===== config.mk =====
export PLATFORM = sky130hd
export DESIGN_NAME = port_demux_flat
export DESIGN_NICKNAME = d
export VERILOG_FILES = /design/src/rtl/port_demux_if.sv /design/src/rtl/port_demux.sv /design/src/flat_wrapper.sv
export SDC_FILE = /design/constraint.sdc
export NUM_CORES = 1
export LEC_CHECK = 0
export ABC_CLOCK_PERIOD_IN_PS = 5010
export BUFFER_PORTS_ARGS = -buffer_cell sky130_fd_sc_hd__buf_4
export CAP_MARGIN = 20
export CORE_AREA = 2 2 156 189
export CTS_BUF_LIST = sky130_fd_sc_hd__clkbuf_16
export DETAILED_ROUTE_END_ITERATION = 8
export DIE_AREA = 0 0 158 191
export SLEW_MARGIN = 30
export SYNTH_ARGS = -nofsm -noshare
export SYNTH_HDL_FRONTEND = slang
export SYNTH_SLANG_ARGS = --single-unit

===== constraint.sdc =====
create_clock -name clk -period 5.01 [get_ports clk]
set_clock_uncertainty 0.1 [all_clocks]
set_input_delay 0.2505 -clock clk [delete_from_list [all_inputs] [get_ports clk]]
set_output_delay 0.2505 -clock clk [all_outputs]
set_load 0.01 [all_outputs]

===== src/rtl/port_demux_if.sv =====
// port_demux_if: one NetFPGA-style data-path stream (word, ctrl, write strobe, ready).
//   data  word on the bus
//   ctrl  ctrl byte-lane flags; nonzero marks a module header or the EOP word
//   wr    word valid / write strobe (driven by master)
//   rdy   receiver can take a word (driven by slave)
interface port_demux_if #(
  parameter int DATA_WIDTH = 64,
  parameter int CTRL_WIDTH = DATA_WIDTH / 8
);
  logic [DATA_WIDTH-1:0] data;
  logic [CTRL_WIDTH-1:0] ctrl;
  logic                  wr;
  logic                  rdy;

  modport master (output data, output ctrl, output wr, input rdy);
  modport slave  (input data, input ctrl, input wr, output rdy);
endinterface


===== src/rtl/port_demux.sv =====
// port_demux: packet-aware 1-to-2 stream splitter. Each whole packet is steered to
// out_0 or out_1 according to select, sampled on the first word of the packet.
// Registered output stage (latency 1) and per-output completed-packet counters.
// Ports:
//   clk, reset   single clock, synchronous active-high reset
//   in_if        input stream (slave); in_if.rdy is combinational
//   out_0_if     output stream 0 (master), registered data/ctrl/wr
//   out_1_if     output stream 1 (master), registered data/ctrl/wr
//   select       destination for the next packet: 0 -> out_0, 1 -> out_1
//   pkt_cnt_0/1  packets completed on each output, wrapping
module port_demux #(
  parameter int DATA_WIDTH = 64,
  parameter int CTRL_WIDTH = DATA_WIDTH / 8,
  parameter int CNT_WIDTH  = 32
) (
  input  logic                 clk,
  input  logic                 reset,
  port_demux_if.slave          in_if,
  port_demux_if.master         out_0_if,
  port_demux_if.master         out_1_if,
  input  logic                 select,
  output logic [CNT_WIDTH-1:0] pkt_cnt_0,
  output logic [CNT_WIDTH-1:0] pkt_cnt_1
);

  localparam logic [0:0] HDR     = 1'b0;
  localparam logic [0:0] PAYLOAD = 1'b1;

  logic [0:0]            state_q, state_d;
  logic                  sop_q, sop_d;
  logic                  dst_q, dst_d;
  logic [DATA_WIDTH-1:0] out_data_0_q, out_data_0_d;
  logic [CTRL_WIDTH-1:0] out_ctrl_0_q, out_ctrl_0_d;
  logic                  out_wr_0_q, out_wr_0_d;
  logic [DATA_WIDTH-1:0] out_data_1_q, out_data_1_d;
  logic [CTRL_WIDTH-1:0] out_ctrl_1_q, out_ctrl_1_d;
  logic                  out_wr_1_q, out_wr_1_d;
  logic [CNT_WIDTH-1:0]  pkt_cnt_0_q, pkt_cnt_0_d;
  logic [CNT_WIDTH-1:0]  pkt_cnt_1_q, pkt_cnt_1_d;

  logic in_rdy;
  logic accept;
  logic port;
  logic has_ctrl;
  logic eop;

  always_comb begin
    // On the first word the destination is still the live select; afterwards the latched one.
    port     = sop_q ? select : dst_q;
    in_rdy   = port ? out_1_if.rdy : out_0_if.rdy;
    accept   = in_if.wr & in_rdy;
    has_ctrl = |in_if.ctrl;
    // A nonzero ctrl word is only an EOP once payload has started; before that it is a header.
    eop      = accept & has_ctrl & (state_q == PAYLOAD);

    state_d      = state_q;
    sop_d        = sop_q;
    dst_d        = dst_q;
    out_data_0_d = out_data_0_q;
    out_ctrl_0_d = out_ctrl_0_q;
    out_wr_0_d   = 1'b0;
    out_data_1_d = out_data_1_q;
    out_ctrl_1_d = out_ctrl_1_q;
    out_wr_1_d   = 1'b0;
    pkt_cnt_0_d  = pkt_cnt_0_q;
    pkt_cnt_1_d  = pkt_cnt_1_q;

    if (accept) begin
      if (sop_q) begin
        dst_d = select;
        sop_d = 1'b0;
      end

      if (!has_ctrl) begin
        state_d = PAYLOAD;
      end else if (state_q == PAYLOAD) begin
        state_d = HDR;
        sop_d   = 1'b1;
      end

      if (port) begin
        out_data_1_d = in_if.data;
        out_ctrl_1_d = in_if.ctrl;
        out_wr_1_d   = 1'b1;
      end else begin
        out_data_0_d = in_if.data;
        out_ctrl_0_d = in_if.ctrl;
        out_wr_0_d   = 1'b1;
      end
    end

    if (eop) begin
      if (port) pkt_cnt_1_d = pkt_cnt_1_q + CNT_WIDTH'(1);
      else      pkt_cnt_0_d = pkt_cnt_0_q + CNT_WIDTH'(1);
    end
  end

  always_ff @(posedge clk) begin
    if (reset) begin
      state_q      <= HDR;
      sop_q        <= 1'b1;
      dst_q        <= 1'b0;
      out_data_0_q <= '0;
      out_ctrl_0_q <= '0;
      out_wr_0_q   <= 1'b0;
      out_data_1_q <= '0;
      out_ctrl_1_q <= '0;
      out_wr_1_q   <= 1'b0;
      pkt_cnt_0_q  <= '0;
      pkt_cnt_1_q  <= '0;
    end else begin
      state_q      <= state_d;
      sop_q        <= sop_d;
      dst_q        <= dst_d;
      out_data_0_q <= out_data_0_d;
      out_ctrl_0_q <= out_ctrl_0_d;
      out_wr_0_q   <= out_wr_0_d;
      out_data_1_q <= out_data_1_d;
      out_ctrl_1_q <= out_ctrl_1_d;
      out_wr_1_q   <= out_wr_1_d;
      pkt_cnt_0_q  <= pkt_cnt_0_d;
      pkt_cnt_1_q  <= pkt_cnt_1_d;
    end
  end

  assign in_if.rdy     = in_rdy;
  assign out_0_if.data = out_data_0_q;
  assign out_0_if.ctrl = out_ctrl_0_q;
  assign out_0_if.wr   = out_wr_0_q;
  assign out_1_if.data = out_data_1_q;
  assign out_1_if.ctrl = out_ctrl_1_q;
  assign out_1_if.wr   = out_wr_1_q;
  assign pkt_cnt_0     = pkt_cnt_0_q;
  assign pkt_cnt_1     = pkt_cnt_1_q;

endmodule


===== src/flat_wrapper.sv =====
// flat-port wrapper written by rule: the top's interface ports become plain ports
module port_demux_flat 
#(
  parameter int DATA_WIDTH = 64,
  parameter int CTRL_WIDTH = DATA_WIDTH / 8,
  parameter int CNT_WIDTH  = 32
)
  (clk, reset, select, pkt_cnt_0, pkt_cnt_1, in_if_data, in_if_ctrl, in_if_wr, in_if_rdy, out_0_if_data, out_0_if_ctrl, out_0_if_wr, out_0_if_rdy, out_1_if_data, out_1_if_ctrl, out_1_if_wr, out_1_if_rdy);
  port_demux_if #(.DATA_WIDTH(DATA_WIDTH), .CTRL_WIDTH(CTRL_WIDTH)) in_if_i ();
  port_demux_if #(.DATA_WIDTH(DATA_WIDTH), .CTRL_WIDTH(CTRL_WIDTH)) out_0_if_i ();
  port_demux_if #(.DATA_WIDTH(DATA_WIDTH), .CTRL_WIDTH(CTRL_WIDTH)) out_1_if_i ();
  input  logic clk;
  input  logic reset;
  input  logic select;
  output logic [CNT_WIDTH-1:0] pkt_cnt_0;
  output logic [CNT_WIDTH-1:0] pkt_cnt_1;
  input wire logic [$bits(in_if_i.data)-1:0] in_if_data;
  input wire logic [$bits(in_if_i.ctrl)-1:0] in_if_ctrl;
  input wire logic [$bits(in_if_i.wr)-1:0] in_if_wr;
  output wire logic [$bits(in_if_i.rdy)-1:0] in_if_rdy;
  output wire logic [$bits(out_0_if_i.data)-1:0] out_0_if_data;
  output wire logic [$bits(out_0_if_i.ctrl)-1:0] out_0_if_ctrl;
  output wire logic [$bits(out_0_if_i.wr)-1:0] out_0_if_wr;
  input wire logic [$bits(out_0_if_i.rdy)-1:0] out_0_if_rdy;
  output wire logic [$bits(out_1_if_i.data)-1:0] out_1_if_data;
  output wire logic [$bits(out_1_if_i.ctrl)-1:0] out_1_if_ctrl;
  output wire logic [$bits(out_1_if_i.wr)-1:0] out_1_if_wr;
  input wire logic [$bits(out_1_if_i.rdy)-1:0] out_1_if_rdy;
  assign in_if_i.data = in_if_data;
  assign in_if_i.ctrl = in_if_ctrl;
  assign in_if_i.wr = in_if_wr;
  assign in_if_rdy = in_if_i.rdy;
  assign out_0_if_data = out_0_if_i.data;
  assign out_0_if_ctrl = out_0_if_i.ctrl;
  assign out_0_if_wr = out_0_if_i.wr;
  assign out_0_if_i.rdy = out_0_if_rdy;
  assign out_1_if_data = out_1_if_i.data;
  assign out_1_if_ctrl = out_1_if_i.ctrl;
  assign out_1_if_wr = out_1_if_i.wr;
  assign out_1_if_i.rdy = out_1_if_rdy;
  port_demux #(.DATA_WIDTH(DATA_WIDTH), .CTRL_WIDTH(CTRL_WIDTH), .CNT_WIDTH(CNT_WIDTH)) u_core (.clk(clk), .reset(reset), .in_if(in_if_i), .out_0_if(out_0_if_i), .out_1_if(out_1_if_i), .select(select), .pkt_cnt_0(pkt_cnt_0), .pkt_cnt_1(pkt_cnt_1));
endmodule

==> flow_summary.json <==
{
  "cts.path.max_buffers": 3,
  "worstPathArrival_ns": 3.06,
  "h-tree-depth": 1,
  "swShare": 0.236,
  "hp-start": "reset",
  "ys_ff_latch": 213,
  "crit_type": "reg -> reg",
  "power_mw": 3.63,
  "post_cts_buffers": 0,
  "drt_iter0_drc": 432,
  "die_h_um": 191,
  "vias": 8110,
  "r2r_start": "u_core.sop_q$_SDFFE_PP1N_",
  "hpwlAfterDp_mm": 17.1,
  "endpoint_kind": "register",
  "syn-num-nets": 1095,
  "drc": 0,
  "place_ws_ns": 2.01,
  "drive_gt1_frac": 0.244,
  "outcome": "finished clean",
  "peakVddDrop_v": 0.000154,
  "fin_ws_ns": 2.27,
  "avgViaCountPerCell": 4.67,
  "track_usage": 0.162,
  "grt_pass1_wl_mm": 39.7,
  "regToRegEndpoint": "u_core.out_0_if.data[37]$_SDFFE_PP0P_",
  "p_leak_nw": 4.72,
  "ys_types": 33,
  "syn_inst": 1015,
  "crit_chain": "mux2i_2 -> and3_2 -> buf_4 -> nand2_1 -> a21oi_1",
  "rrSetupSlack_ns": 2.27,
  "grt_pass1_vias": 7501,
  "ys.flop_type": "dfxtp_1",
  "critical_path.slowest_cell": "and3_2",
  "die_w_um": 158,
  "slew_viol_final": 0,
  "fmax_mhz": 365,
  "synth_seq_area_share": 0.526,
  "cap_violations": 0,
  "async_reset_ff_frac": 0,
  "rsz0062_at_grt": "false",
  "syn-cell-area_um2": 8110,
  "clk_pin_slew_ns": 0.06,
  "clkSinkCount": 213,
  "ff2ff_path_depth": 5,
  "antenna_found_initial": 0,
  "drt-wirelength-per-cell_um": 15.1,
  "initial_core_util": 0.285,
  "critPathLaunchType": "register",
  "pwr-share-comb": 0.093,
  "yosysWarnings": 0,
  "synth.most_common_cell": "nand2_1",
  "cp_max_fo": 44,
  "hold_ws_ns": 0.0732,
  "nFillCells": 2903,
  "hold_viol_final": 0,
  "drtPass1Iterations": 4,
  "syn_area_per_cell_um2": 7.99,
  "dp_cells": 1627,
  "pwr_density_cell_nw_per_um2": 304,
  "place.gp.congestion": 0.785,
  "design_area_um2": 12000,
  "n_antenna_cell": 0,
  "finalSetupViolCount": 0,
  "port_buffers": 288,
  "synth.top_cell.area_share": 0.526,
  "insertion_delay_ns": 0.50,
  "p_sw_mw": 0.858,
  "dieArea_um2": 30200,
  "power.internal_mw": 2.77,
  "grt-ovfl-total": 0,
  "post_dp_cell_area_um2": 10600,
  "drt.antenna.violating_nets": 0,
  "fin_util": 0.421,
  "cts_made_buffers": 23,
  "syn_to_final_growth_pct": 47.5,
  "yosysTopAreaCell": "dfxtp_1",
  "cts-root-buf": "clkbuf_16",
  "clkPwrFrac": 0.422,
  "pwr-share-seq": 0.485,
  "synth_edf_count": 0,
  "critical-path-max-stage-delay_ns": 0.79,
  "hp-class": "in -> reg",
  "post-route-period-util": 0.547,
  "layout.cells.non_filler": 1735,
  "fin_crit_ns": 2.74,
  "num_io_pins": 289,
  "critPathLaunch": "u_core.sop_q$_SDFFE_PP1N_",
  "synthTopCellsByCount": "nand2_1 (309), dfxtp_1 (213), a21oi_1 (165)",
  "core_um2": 28400,
  "crit_required_ns": 5.33,
  "wirelength_mm": 26.2,
  "num-nets-final": 1419,
  "worstMarginPinSlew_ns": 0.934,
  "rows": 68,
  "yosys-top-cells-area": "dfxtp_1 (53%), nand2_1 (14%), a21oi_1 (10%)",
  "grt_start_max_net_pins": 147,
  "fin_setup_tns_ns": 0,
  "crit_end": "u_core.out_0_if.data[37]$_SDFFE_PP0P_",
  "cts_tree": "yes",
  "slew_headroom": 0.378
}
[logic make-up after synthesis]
group	after synthesis	share of synthesized area
fa+ha+maj	2	0.00309
buf+inv	78	0.0367
compound gates	190	0.121
xor+xnor	40	0.0432
simple gates	487	0.264
flops	213	0.526
mux	5	0.00633
[worst max-delay path: cells and delay by family, from the launching register on]
kind	cells	cell delay [ns]
AND/OR/NAND/NOR	2	0.91
multiplexers	1	0.57
buffers and inverters	1	0.55
flip-flops	1	0.36
AO/OA/AOI/OAI	1	0.13
[power groups by stage]
stage | combinational [mW] | clock (mW) | sequential (mW)
finish | 0.338 | 1.53 | 1.76
floorplan | 0.106 | 0 | 1.82
global placement | 0.290 | 0 | 1.80
detailed placement | 0.293 | 0 | 1.80
global route | 0.369 | 1.66 | 1.77
CTS | 0.340 | 1.59 | 1.76
[repair_timing]
action,in CTS,in global routing
hold endpoints to repair,144,0
hold buffers,72,0
gates resized for setup,0,0
[routing by layer]
layer | vias up | global-route usage | share of wire
li1 | 4046 | - | -
met4 | 0 | 0.0527 | 0.029
met2 | 220 | 0.286 | 0.49
met1 | 3800 | 0.193 | 0.41
met3 | 44 | 0.0351 | 0.068
met5 | - | 0 | 0
[final cells by class]
class | count | area (um^2) | area share
Tap cell | 385 | 482 | 0.0403
Timing Repair Buffer | 366 | 2940 | 0.246
Clock buffer | 23 | 576 | 0.0481
Clock inverter | 13 | 81.3 | 0.00680
Sequential cell | 213 | 4260 | 0.356
Inverter | 11 | 41.3 | 0.00345
Multi-Input combinational cell | 724 | 3570 | 0.299
[worst min path at each step]
stage | endpoint | slack [ns] | cells after the start
final | u_core.pkt_cnt_1[27]$_SDFFE_PP0P_ | 0.07 | 2
after global routing | u_core.pkt_cnt_1[14]$_SDFFE_PP0P_ | 0.09 | 2
after CTS | u_core.pkt_cnt_0[4]$_SDFFE_PP0P_ | 0.07 | 2
after detailed placement | u_core.out_1_if.data[35]$_SDFFE_PP0P_ | 0.35 | 2
after global placement | u_core.out_1_if.data[57]$_SDFFE_PP0P_ | 0.34 | 2
after floorplan | u_core.out_0_if.ctrl[0]$_SDFFE_PP0P_ | 0.29 | 2
[flip-flops by register name, summed over array words and instances, names as in the netlist]
register              count
u_core.sop_q              1
u_core.out_0_if.wr        1
u_core.out_1_if.wr        1
u_core.out_1_if.data     64
u_core.dst_q              1
u_core.out_0_if.data     64
u_core.out_0_if.ctrl      8
u_core.out_1_if.ctrl      8
u_core.pkt_cnt_1         32
u_core.state_q            1
u_core.pkt_cnt_0         32
[cell usage in the layout (no fill, tap or decap), drive strengths merged]
cell type	count
nand2	309
buf	294
dfxtp	213
a21oi	165
dlygate4sd3	72
nor2	51
xnor2	27
nand4	26
clkbuf	23
nand3	20
inv	17
nor4	17
or3	16
o21ai	15
or4	13
xor2	13
nor3	11
and3	10
o31ai	8
and4	5
and2	5
clkinv	5
mux2i	4
nor2b	2
ha	2
or2	2
mux2	1
o21a	1
a211o	1
clkinvlp	1
bufinv	1
No activity file was read; power rests on OpenSTA's default activity.
